## src/rtl/bk_spi_xfer_seq_pkg.sv

```systemverilog
// Shared definitions for the BKP SPI transaction sequencer.
// Contents: register offsets inside the SPI master window, bk_status bit
// positions, continue/done codes and the sequencer state encoding.
package bk_spi_xfer_seq_pkg;

    // Register offsets relative to the SPI master base index.
    localparam logic [3:0] OFF_DESR      = 4'd0;
    localparam logic [3:0] OFF_MODE      = 4'd1;
    localparam logic [3:0] OFF_RW        = 4'd2;
    localparam logic [3:0] OFF_T1BIT     = 4'd3;
    localparam logic [3:0] OFF_TXDATA    = 4'd4;
    localparam logic [3:0] OFF_RXACK     = 4'd5;
    localparam logic [3:0] OFF_START     = 4'd6;
    localparam logic [3:0] OFF_SS        = 4'd7;
    localparam logic [3:0] OFF_CONTDONE  = 4'd8;
    localparam logic [3:0] OFF_RECCLEAN  = 4'd9;

    // bk_status bit positions while bk_mode = 0.
    localparam int ST_BUSY = 0;
    localparam int ST_CONT = 1;
    localparam int ST_RECV = 2;

    // Values written to the continue/done register.
    localparam logic [31:0] CD_IDLE = 32'd0;
    localparam logic [31:0] CD_CONT = 32'd1;
    localparam logic [31:0] CD_DONE = 32'd2;

    typedef enum logic [3:0] {
        S_IDLE, S_CFG, S_START, S_TXWAIT, S_SEND, S_POLLHI,
        S_POLLLO, S_RXWAIT, S_NEXT, S_FINISH, S_ABORT
    } state_e;

    // abs_zero selects absolute index 0 (bk_mode) instead of base+offset.
    function automatic logic [31:0] reg_index(input logic [31:0] base,
                                              input logic        abs_zero,
                                              input logic [3:0]  off);
        return abs_zero ? 32'd0 : base + {28'd0, off};
    endfunction

endpackage

```

## src/rtl/bk_spi_xfer_seq_writer.sv

```systemverilog
// BKP write primitive.
// Latches index/value on req_i, holds ready_o high for HOLD cycles, then low
// for GAP cycles, then pulses done_o. index_o/value_o stay unchanged until the
// next request, so they are stable over the whole HOLD+GAP window.
// Ports: req_i/idx_i/val_i request, done_o completion pulse,
//        ready_o/index_o/value_o drive the BKP bus.
module bk_spi_xfer_seq_writer #(
    parameter int HOLD = 4,
    parameter int GAP  = 4
) (
    input  logic        clk,
    input  logic        rst_n,
    input  logic        req_i,
    input  logic [31:0] idx_i,
    input  logic [31:0] val_i,
    output logic        done_o,
    output logic        ready_o,
    output logic [31:0] index_o,
    output logic [31:0] value_o
);

    typedef enum logic [1:0] {P_IDLE, P_HOLD, P_GAP} phase_e;

    phase_e      phase_q;
    logic [15:0] cnt_q;
    logic        ready_q;
    logic        done_q;
    logic [31:0] idx_q;
    logic [31:0] val_q;

    always_ff @(posedge clk) begin
        if (!rst_n) begin
            phase_q <= P_IDLE;
            cnt_q   <= '0;
            ready_q <= 1'b0;
            done_q  <= 1'b0;
            idx_q   <= '0;
            val_q   <= '0;
        end else begin
            done_q <= 1'b0;
            case (phase_q)
                P_IDLE: begin
                    if (req_i) begin
                        idx_q   <= idx_i;
                        val_q   <= val_i;
                        ready_q <= 1'b1;
                        cnt_q   <= 16'(HOLD - 1);
                        phase_q <= P_HOLD;
                    end
                end
                P_HOLD: begin
                    if (cnt_q == 16'd0) begin
                        ready_q <= 1'b0;
                        cnt_q   <= 16'(GAP - 1);
                        phase_q <= P_GAP;
                    end else begin
                        cnt_q <= cnt_q - 16'd1;
                    end
                end
                default: begin
                    if (cnt_q == 16'd0) begin
                        done_q  <= 1'b1;
                        phase_q <= P_IDLE;
                    end else begin
                        cnt_q <= cnt_q - 16'd1;
                    end
                end
            endcase
        end
    end

    assign done_o  = done_q;
    assign ready_o = ready_q;
    assign index_o = idx_q;
    assign value_o = val_q;

endmodule

```

## src/rtl/bk_spi_xfer_seq.sv

```systemverilog
// Multi-byte SPI transaction sequencer for a BKP-configured SPI master.
// Takes a command (ss/mode/rw/t1bit/len) and a TX byte stream, performs the
// register write sequence on the BKP bus, polls bk_status_i and returns RX
// bytes. Ports: cmd_* command handshake, tx_* byte input, rx_* byte output,
// busy/done/err status, bkp_* register bus, bk_status_i master status.
module bk_spi_xfer_seq
    import bk_spi_xfer_seq_pkg::*;
#(
    parameter int BKP_BASE_index = 800,
    parameter int BKP_HOLD       = 4,
    parameter int BKP_GAP        = 4,
    parameter int STATUS_LAT     = 4,
    parameter int TIMEOUT_CYC    = 65535
) (
    input  logic        clk,
    input  logic        rst_n,
    input  logic        cmd_valid,
    output logic        cmd_ready,
    input  logic [7:0]  cmd_ss,
    input  logic [1:0]  cmd_mode,
    input  logic        cmd_rw,
    input  logic [31:0] cmd_t1bit,
    input  logic [7:0]  cmd_len,
    input  logic        tx_valid,
    output logic        tx_ready,
    input  logic [7:0]  tx_data,
    output logic        rx_valid,
    output logic [7:0]  rx_data,
    output logic        busy,
    output logic        done,
    output logic        err,
    output logic        bkp_ready_o,
    output logic [31:0] bkp_index_o,
    output logic [31:0] bkp_value_o,
    input  logic [31:0] bk_status_i
);

    state_e      state_q, state_d;
    logic [3:0]  step_q, step_d;
    logic [7:0]  cnt_q, cnt_d;
    logic [31:0] wait_q, wait_d;
    logic [1:0]  mode_q, mode_d;
    logic        rw_q, rw_d;
    logic [7:0]  ss_q, ss_d;
    logic [31:0] t1bit_q, t1bit_d;
    logic [7:0]  byte_q, byte_d;
    logic [7:0]  rx_q, rx_d;
    logic        rx_valid_q, rx_valid_d;
    logic        done_q, done_d;
    logic        err_q, err_d;
    logic        busy_q, busy_d;
    logic        pend_q, pend_d;

    logic        wr_need, wr_abs, wr_req, wr_done, adv, tmo_hit;
    logic [3:0]  wr_off;
    logic [31:0] wr_val;
    logic        unused_status;

    assign unused_status = ^bk_status_i[31:8];

    // Which register write (if any) the current micro-step wants.
    always_comb begin
        wr_need = 1'b0;
        wr_abs  = 1'b0;
        wr_off  = OFF_DESR;
        wr_val  = 32'd0;
        case (state_q)
            S_CFG: begin
                wr_need = 1'b1;
                case (step_q)
                    4'd0:    wr_abs = 1'b1;
                    4'd1:    wr_val = 32'd1;
                    4'd2:    begin wr_off = OFF_MODE;  wr_val = {30'd0, mode_q}; end
                    4'd3:    begin wr_off = OFF_RW;    wr_val = {31'd0, rw_q};   end
                    4'd4:    begin wr_off = OFF_T1BIT; wr_val = t1bit_q;         end
                    4'd5:    begin wr_off = OFF_SS;    wr_val = {24'd0, ss_q};   end
                    4'd6:    begin wr_off = OFF_RECCLEAN; wr_val = 32'd1;        end
                    4'd7:    wr_off = OFF_RECCLEAN;
                    default: wr_off = OFF_CONTDONE;
                endcase
            end
            S_START: begin
                wr_need = 1'b1;
                wr_off  = OFF_START;
                wr_val  = {31'd0, step_q[0]};
            end
            S_SEND: begin
                wr_need = (step_q == 4'd0);
                wr_off  = OFF_TXDATA;
                wr_val  = {24'd0, byte_q};
            end
            S_RXWAIT: begin
                case (step_q)
                    4'd1: begin wr_need = 1'b1; wr_abs = 1'b1; wr_val = 32'd1; end
                    4'd2: begin wr_need = 1'b1; wr_off = OFF_RXACK; end
                    4'd4: begin wr_need = 1'b1; wr_abs = 1'b1; end
                    4'd5: begin wr_need = 1'b1; wr_off = OFF_RECCLEAN; wr_val = 32'd1; end
                    4'd6: begin wr_need = 1'b1; wr_off = OFF_RECCLEAN; end
                    default: ;
                endcase
            end
            S_NEXT: begin
                wr_need = 1'b1;
                wr_off  = OFF_CONTDONE;
                if (cnt_q != 8'd0) wr_val = (step_q == 4'd0) ? CD_CONT : CD_IDLE;
                else               wr_val = CD_DONE;
            end
            S_FINISH: begin
                wr_need = 1'b1;
                wr_off  = (step_q == 4'd0) ? OFF_CONTDONE : OFF_START;
            end
            S_ABORT: begin
                wr_need = 1'b1;
                case (step_q)
                    4'd0:    begin wr_off = OFF_CONTDONE; wr_val = CD_DONE; end
                    4'd1:    wr_off = OFF_CONTDONE;
                    4'd2:    wr_off = OFF_START;
                    default: wr_off = OFF_DESR;
                endcase
            end
            default: ;
        endcase
    end

    // A write is requested once per micro-step; pend_q blocks re-issue until done.
    assign wr_req  = wr_need & ~pend_q;
    assign adv     = wr_need & wr_done;
    assign tmo_hit = (wait_q >= 32'(TIMEOUT_CYC - 1));

    always_comb begin
        state_d    = state_q;
        step_d     = step_q;
        cnt_d      = cnt_q;
        wait_d     = wait_q;
        mode_d     = mode_q;
        rw_d       = rw_q;
        ss_d       = ss_q;
        t1bit_d    = t1bit_q;
        byte_d     = byte_q;
        rx_d       = rx_q;
        rx_valid_d = 1'b0;
        done_d     = 1'b0;
        err_d      = err_q;
        busy_d     = busy_q;
        pend_d     = pend_q;
        cmd_ready  = (state_q == S_IDLE);
        tx_ready   = 1'b0;

        if (wr_req)  pend_d = 1'b1;
        if (wr_done) pend_d = 1'b0;

        case (state_q)
            S_IDLE: begin
                if (cmd_valid) begin
                    mode_d  = cmd_mode;
                    rw_d    = cmd_rw;
                    ss_d    = cmd_ss;
                    t1bit_d = cmd_t1bit;
                    cnt_d   = cmd_len;
                    busy_d  = 1'b1;
                    err_d   = 1'b0;
                    step_d  = 4'd0;
                    state_d = S_CFG;
                end
            end
            S_CFG: if (adv) begin
                step_d = step_q + 4'd1;
                if (step_q == 4'd8) begin step_d = 4'd0; state_d = S_START; end
            end
            S_START: if (adv) begin
                step_d = step_q + 4'd1;
                if (step_q == 4'd1) begin step_d = 4'd0; state_d = S_TXWAIT; end
            end
            S_TXWAIT: begin
                tx_ready = tx_valid;
                if (tx_valid) begin
                    byte_d  = tx_data;
                    step_d  = 4'd0;
                    state_d = S_SEND;
                end
            end
            S_SEND: begin
                if (step_q == 4'd0) begin
                    if (adv) begin step_d = 4'd1; wait_d = 32'd0; end
                end else if (wait_q == 32'(STATUS_LAT - 1)) begin
                    wait_d  = 32'd0;
                    state_d = S_POLLHI;
                end else begin
                    wait_d = wait_q + 32'd1;
                end
            end
            S_POLLHI: begin
                if (bk_status_i[ST_BUSY]) begin
                    wait_d  = 32'd0;
                    state_d = S_POLLLO;
                end else if (tmo_hit) begin
                    step_d  = 4'd0;
                    state_d = S_ABORT;
                end else begin
                    wait_d = wait_q + 32'd1;
                end
            end
            S_POLLLO: begin
                if (!bk_status_i[ST_BUSY]) begin
                    wait_d  = 32'd0;
                    step_d  = 4'd0;
                    state_d = rw_q ? S_RXWAIT : S_NEXT;
                end else if (tmo_hit) begin
                    step_d  = 4'd0;
                    state_d = S_ABORT;
                end else begin
                    wait_d = wait_q + 32'd1;
                end
            end
            S_RXWAIT: begin
                case (step_q)
                    4'd0: begin
                        if (bk_status_i[ST_RECV]) begin
                            step_d = 4'd1;
                        end else if (tmo_hit) begin
                            state_d = S_ABORT;
                        end else begin
                            wait_d = wait_q + 32'd1;
                        end
                    end
                    4'd3: begin
                        // bk_mode is 1 here, so the status word carries the RX byte.
                        if (wait_q == 32'(STATUS_LAT - 1)) begin
                            rx_d       = bk_status_i[7:0];
                            rx_valid_d = 1'b1;
                            step_d     = 4'd4;
                        end else begin
                            wait_d = wait_q + 32'd1;
                        end
                    end
                    default: if (adv) begin
                        step_d = step_q + 4'd1;
                        wait_d = 32'd0;
                        if (step_q == 4'd6) begin step_d = 4'd0; state_d = S_NEXT; end
                    end
                endcase
            end
            S_NEXT: if (adv) begin
                if (cnt_q == 8'd0) begin
                    step_d  = 4'd0;
                    state_d = S_FINISH;
                end else if (step_q == 4'd0) begin
                    step_d = 4'd1;
                end else begin
                    cnt_d   = cnt_q - 8'd1;
                    step_d  = 4'd0;
                    state_d = S_TXWAIT;
                end
            end
            S_FINISH: if (adv) begin
                step_d = step_q + 4'd1;
                if (step_q == 4'd1) begin
                    done_d  = 1'b1;
                    busy_d  = 1'b0;
                    state_d = S_IDLE;
                end
            end
            S_ABORT: if (adv) begin
                step_d = step_q + 4'd1;
                if (step_q == 4'd3) begin
                    done_d  = 1'b1;
                    err_d   = 1'b1;
                    busy_d  = 1'b0;
                    state_d = S_IDLE;
                end
            end
            default: state_d = S_IDLE;
        endcase
    end

    always_ff @(posedge clk) begin
        if (!rst_n) begin
            state_q    <= S_IDLE;
            step_q     <= '0;
            cnt_q      <= '0;
            wait_q     <= '0;
            mode_q     <= '0;
            rw_q       <= 1'b0;
            ss_q       <= '0;
            t1bit_q    <= '0;
            byte_q     <= '0;
            rx_q       <= '0;
            rx_valid_q <= 1'b0;
            done_q     <= 1'b0;
            err_q      <= 1'b0;
            busy_q     <= 1'b0;
            pend_q     <= 1'b0;
        end else begin
            state_q    <= state_d;
            step_q     <= step_d;
            cnt_q      <= cnt_d;
            wait_q     <= wait_d;
            mode_q     <= mode_d;
            rw_q       <= rw_d;
            ss_q       <= ss_d;
            t1bit_q    <= t1bit_d;
            byte_q     <= byte_d;
            rx_q       <= rx_d;
            rx_valid_q <= rx_valid_d;
            done_q     <= done_d;
            err_q      <= err_d;
            busy_q     <= busy_d;
            pend_q     <= pend_d;
        end
    end

    assign rx_valid = rx_valid_q;
    assign rx_data  = rx_q;
    assign busy     = busy_q;
    assign done     = done_q;
    assign err      = err_q;

    bk_spi_xfer_seq_writer #(
        .HOLD (BKP_HOLD),
        .GAP  (BKP_GAP)
    ) u_writer (
        .clk     (clk),
        .rst_n   (rst_n),
        .req_i   (wr_req),
        .idx_i   (reg_index(32'(BKP_BASE_index), wr_abs, wr_off)),
        .val_i   (wr_val),
        .done_o  (wr_done),
        .ready_o (bkp_ready_o),
        .index_o (bkp_index_o),
        .value_o (bkp_value_o)
    );

endmodule

```

## config.mk

```make
export PLATFORM = sky130hd
export DESIGN_NAME = bk_spi_xfer_seq
export DESIGN_NICKNAME = d
export VERILOG_FILES = /design/src/rtl/bk_spi_xfer_seq_pkg.sv /design/src/rtl/bk_spi_xfer_seq_writer.sv /design/src/rtl/bk_spi_xfer_seq.sv
export SDC_FILE = /design/constraint.sdc
export NUM_CORES = 1
export LEC_CHECK = 0
export CORE_MARGIN = 8
export CORE_UTILIZATION = 49
export CTS_CLUSTER_DIAMETER = 60
export CTS_CLUSTER_SIZE = 12
export DETAILED_ROUTE_END_ITERATION = 6
export PLACE_DENSITY = 0.84
export REMOVE_ABC_BUFFERS = 1
export SLEW_MARGIN = 20
export SYNTH_ARGS = -nofsm -noshare
export SYNTH_HDL_FRONTEND = slang
export SYNTH_HIERARCHICAL = 1
export SYNTH_SLANG_ARGS = --single-unit
```

## constraint.sdc

```tcl
create_clock -name clk -period 8.67 [get_ports clk]
set_input_delay 0.867 -clock clk [delete_from_list [all_inputs] [get_ports clk]]
set_output_delay 0.867 -clock clk [all_outputs]
set_load 0.005 [all_outputs]
```

=== Word level (Yosys, flattened, before mapping) ===
Index checks and enable logic that the tools add are counted.
Widths: inputs -> output; s select.

* Add/sub/neg operators: 5
* Eq/ne operators: 51
* Bitwise operators: 4
* Reduce and logical (&&, ||, !) cells: 38
* $lt $le $gt $ge: 1
* Mux-type cells: 106

{| class="wikitable"
|+ Operators with widths
! cell !! number
|-
| $mux 32 || 8
|-
| $pmux 32 s6 || 1
|-
| $mux 4 || 40
|-
| $pmux 32 s5 || 1
|-
| $pmux 32 s4 || 1
|-
| $pmux 32 s2 || 1
|-
| $mux 16 || 3
|-
| $pmux 4 s11 || 1
|-
| $pmux 4 s10 || 1
|-
| $ne 2x2->1 const B || 19
|-
| $add 32x1->32 const B || 1
|-
| $eq 32x2->1 const B || 1
|-
| $eq 4x3->1 const B || 8
|-
| $ge 32x16->1 const B || 1
|-
| $mux 8 || 4
|-
| $pmux 16 s2 || 1
|-
| $pmux 4 s2 || 4
|-
| $pmux 4 s7 || 1
|-
| $mux 1 || 24
|-
| $ne 3x3->1 const B || 8
|-
| $pmux 4 s6 || 1
|-
| $reduce_and 18->1 || 1
|-
| $eq 4x2->1 const B || 4
|-
| $eq 4x4->1 const B || 4
|-
| other kinds (34) || 66
|}

* Logic and storage cells: 226
* Input port bits: 95
* Output and inout port bits: 79
* Flip-flop bits (word level): 196

=== Longest topological paths before layout ===
* Depth in word-level cells: 8
* Gate-level depth with buffers: 12
* Gate-level depth less buffers: 10

=== Hierarchy ===
The synthesis kept the hierarchy.

{| class="wikitable"
|+ By module, submodules not included
! module !! area an instance (um^2) !! sequential area each (um^2) !! cells an instance !! instances
|-
| bk_spi_xfer_seq || 7407.1 || 2242.2 || 1056 || 1
|-
| bk_spi_xfer_seq_writer || 3301.9 || 1681.6 || 409 || 1
|}

=== Worst setup path before layout ===
Ideal clock, no wire load.

* Path kind: register -> register
* Start point: register step_q[0]
* End point: register u_writer.cnt_q[9]
* Buffers on the path: 2
* Clock period less this slack: 3.099 ns
* Stages on the path, launching flop included: 13
* Data arrival time: 3.013 ns
* Required time: 8.584 ns
* Library setup time: 0.086 ns
* Setup slack: 5.571 ns
* Cell sequence: dfxtp_1 > inv_1 > ha_1 > or3b_1 > buf_2 > nor2_8 > nor3_1 > nor2_1 > or3_1 > clkbuf_1 > nand4_1 > or4b_2 > a211oi_1

* Longest elaborated chain between the ends: 7
* Elaborated cells between the ends (all ways): 12
* Those cells by class: eq/ne: 6; mux: 2; bitwise: 1; reduce/logical: 3

{| class="wikitable"
|+ Ends and longest elaborated chain
! what !! RTL line !! RTL
|-
| start, declared || bk_spi_xfer_seq.sv:39 || <nowiki>logic [3:0] step_q, step_d;</nowiki>
|-
| start signal, assigned || bk_spi_xfer_seq.sv:295 || <nowiki>step_q <= step_d;</nowiki>
|-
| $eq 4x3->1, or another cell as far along || bk_spi_xfer_seq.sv:93 || <nowiki>case (step_q)</nowiki>
|-
| $reduce_or 5->1 (no source line) || -- ||
|-
| $mux 1 || bk_spi_xfer_seq.sv:93 ||
|-
| $pmux 1 s3 (*) || bk_spi_xfer_seq.sv:67 || <nowiki>case (state_q)</nowiki>
|-
| $and 1x1->1 (*) || bk_spi_xfer_seq.sv:126 || <nowiki>assign wr_req = wr_need & ~pend_q;</nowiki>
|-
| named net wr_req || bk_spi_xfer_seq.sv:54 || <nowiki>logic wr_need, wr_abs, wr_req, wr_done, adv, tmo_hit;</nowiki>
|-
| $ne 2x1->1 (no source line) (*) || -- ||
|-
| $reduce_and 2->1 (no source line) (*) || -- ||
|-
| end signal, assigned || bk_spi_xfer_seq_writer.sv:54 || <nowiki>cnt_q <= 16'(GAP - 1);</nowiki>
|-
| end signal, assigned || bk_spi_xfer_seq_writer.sv:57 || <nowiki>cnt_q <= cnt_q - 16'd1;</nowiki>
|-
| end signal, assigned || bk_spi_xfer_seq_writer.sv:65 || <nowiki>cnt_q <= cnt_q - 16'd1;</nowiki>
|-
| end, declared || bk_spi_xfer_seq_writer.sv:25 || <nowiki>logic [15:0] cnt_q;</nowiki>
|}

The timed path passes the listed nets; every way through them passes the cells marked *.
A chain may end at the register's enable or synchronous reset.

=== Worst setup path after layout ===
Same ends and word-level chain as after synthesis.

==> flow_metrics.tcl <==
set metrics [dict create \
    run_status "finished, final reports clean" \
    r2r_setup_slack_ns 4.49 \
    final.setup_skew_ns 0.0143 \
    syn_avg_cell_area_um2 7.31 \
    crit_chain "inv_1, ha_1, or3b_1, nor2_8, nor3_1, nor2_1, or3_1, nand4_1, or4b_2, a211oi_1" \
    cts_buffer_depth 2 \
    dieArea_um2 26800 \
    port_buffers 149 \
    io_pins 174 \
    synth_area_um2 10700 \
    ir_drop_uv 214 \
    remaining_drc_errors 0 \
    postCtsHoldBufs 0 \
    grt_pass1_vias 10300 \
    clock_sinks 196 \
    async_reset_ff_share_pct 0 \
    cpMaxStageDelayCell "or3b_1" \
    clockRootBuffer "clkbuf_16" \
    path_buf_inv 1 \
    grt_max_degree 85 \
    fin_tns_setup_ns 0 \
    initial_core_util_pct 49.5 \
    synthCells 1465 \
    cts.clk_slew.worst_paths_ns 0.09 \
    nFillCells 1926 \
    wl_per_cell_um 17.6 \
    grt_pass1_wl_um 51800 \
    synth.distinct_cells 93 \
    synthToLayoutAreaGrowth_pct 20.7 \
    drive_gt1_share_pct 5.76 \
    hp-class "flop to flop" \
    hold_slack_ns 0.451 \
    htree_levels 4 \
    ys.flop_type "dfxtp_1" \
    worst_path_dominant_cell_family "simple AND/OR/NAND/NOR gates" \
    yosysTopAreaCellShare_pct 36.6 \
    end_kind "flop" \
    synth-seq-cells 196 \
    synthTopCellsByArea "dfxtp_1 (37%), nand2_1 (12%), a21oi_1 (9.3%)" \
    rows 54 \
    vias 11300 \
    firstDrtPassIters 6 \
    final-hold-violation-count 0 \
    final_nets 1652 \
    gp_congestion 0.939 \
    period_share_pct 48.2 \
    cp-start-kind "flop" \
    core-area_um2 21600 \
    first_iter_violations 1304 \
    viasPerCell 6.14 \
    routed_wl_um 32300 \
    dp_hpwl_um 21600 \
    power_density_nw_per_um2 253 \
    overflow 0 \
    clock_latency_ns 0.45 \
    ant_nets 0 \
    yosys_warnings 6 \
    fmax_mhz 239 \
    cts_tree "done" \
    die_w_um 164 \
    cts_resized 0 \
    critPathKind "flop to flop" \
    grt_util_all_layers_pct 23.2 \
    antenna_found_initial 0 \
    final_max_slew_viol_count 0 \
    slew_headroom_pct 28.3 \
    min_period_ns 4.18 \
    fp.dieH_um 164 \
    post-cts-setup-buffer-count 0 \
    cpPeakStageDelay_ns 0.78 \
    drv_cap 0 \
    rsz0062_at_grt "false" \
    critical_path_arrival_ns 4.54 \
    finalSetupViolations 0 \
    cp_max_fo 16 \
    cp.required_ns 9.03 \
    ys_seq_area_share_pct 36.6 \
    synth_area_leader_cell "dfxtp_1" \
    numCtsBuffers 17 \
    synth_edf_count 0 \
    n_antenna_cell 0 \
    leakagePower_nw 4.40 \
    worst_pin_slew_ns 1.08 \
]
-- registers in the layout, indices dropped and copies added, names as in the netlist --
register / count
u_writer/cnt_q: 16
u_writer/done_o: 1
cnt_q: 8
err: 1
busy: 1
wait_q: 32
t1bit_q: 32
mode_q: 2
rx_valid: 1
state_q: 4
u_writer/value_o: 32
byte_q: 8
pend_q: 1
u_writer/index_o: 32
step_q: 4
done: 1
ss_q: 8
u_writer/phase_q: 2
rx_data: 8
u_writer/ready_o: 1
rw_q: 1
-- report_power, final --
part	internal (W)	switching, W	leakage (nW)	total, W
sequential	0.00104	0.000138	1.59	0.00118
clock	0.000411	0.000450	0.314	0.000861
combinational	0.000478	0.000756	2.50	0.00123
-- path summary, 6_finish.rpt --
check | startpoint | end | depth (start not counted)
worst min-delay path | t1bit_q[19]$_SDFFE_PN0P_ | t1bit_q[19]$_SDFFE_PN0P_ | 2
worst min register to register | t1bit_q[19]$_SDFFE_PN0P_ | t1bit_q[19]$_SDFFE_PN0P_ | 2
worst max-delay path | step_q[0]$_SDFFE_PN0P_ | u_writer/cnt_q[9]$_SDFFE_PN0P_ | 10
worst max register to register | step_q[0]$_SDFFE_PN0P_ | u_writer/cnt_q[9]$_SDFFE_PN0P_ | 10
-- cell usage in the layout, fill, tap and decap left out, drive strengths merged, types with 14 or more instances in the layout --
cell and instances:
a21oi 201, and3 14, conb 25, inv 37
a31oi 21, dfxtp 196, and2 36, nand3 37
o21ai 65, o211ai 16, or3 21, nor3 40
nand2 331, nor2 73, clkdlybuf4s50 149, a211oi 25
nor4 19, clkbuf 17
-- per-layer routing --
| metal | vias up | wire length [µm] | global-route usage, % |
|---|---|---|---|
| li1 | 5404 | - | - |
| met1 | 5203 | 13500 | 30.0 |
| met2 | 596 | 14900 | 37.4 |
| met3 | 106 | 2960 | 4.76 |
| met4 | 0 | 960 | 9.30 |
| met5 | - | 0 | 0 |
-- layout make-up --
| class | instances | area, µm² | area share [%] |
|---|---|---|---|
| multi-input combinational | 1144 | 6300 | 48.8 |
| sequential | 196 | 3920 | 30.4 |
| timing repair buffer | 162 | 1590 | 12.3 |
| clock buffer | 17 | 425 | 3.29 |
| tap | 280 | 350 | 2.71 |
| clock inverter | 15 | 226 | 1.75 |
| inverter | 28 | 105 | 0.813 |
-- worst register-to-register path, delay by kind of cell, from the launching register on --
family	cells	cell delay (ns)
fa+ha+maj	1	0.52
compound gates	1	0.23
simple gates	7	2.81
flops	1	0.37
buf+inv	1	0.14
-- cell families after synthesis --
kind of cell    after synthesis  synth area share [%]
simple gates                655                  29.6
compound gates              447                  26.5
flops                       196                  36.6
buf+inv                     149                  5.50
fa+ha+maj                     8                 0.935
xor+xnor                      6                 0.491
mux                           3                 0.280
other cells                   1                0.0350
-- cells in the mapped netlist, drive strengths merged, types with 7 or more instances --
| library cell | instances |
|---|---|
| o211ai | 16 |
| and3 | 14 |
| a21oi | 201 |
| nor3 | 40 |
| a211oi | 25 |
| nor2b | 8 |
| ha | 8 |
| and2 | 36 |
| o21ai | 65 |
| or4b | 9 |
| nor4 | 19 |
| a211o | 7 |
| clkbuf | 102 |
| inv | 27 |
| o21a | 13 |
| nand3 | 37 |
| nand4 | 13 |
| nand2 | 331 |
| nand2b | 8 |
| or3 | 21 |
| dfxtp | 196 |
| nor2 | 73 |
| o31ai | 10 |
| buf | 19 |
| a31oi | 21 |
| or4 | 11 |
-- metrics by stage --
step                total power [W]  instance area [µm²]  instances  setup WS (ns)  util (%)
floorplan                   0.00198                10300       1368           4.71         -
global placement            0.00237                12300       1810           4.73      56.7
detailed placement          0.00240                12300       1810           4.63      56.7
CTS                         0.00326                12900       1842           4.57      59.8
global route                0.00347                12900       1842           4.10      59.8
finish                      0.00327                12900       1842           4.49      59.8
No activity file was read; power rests on OpenSTA's default activity.
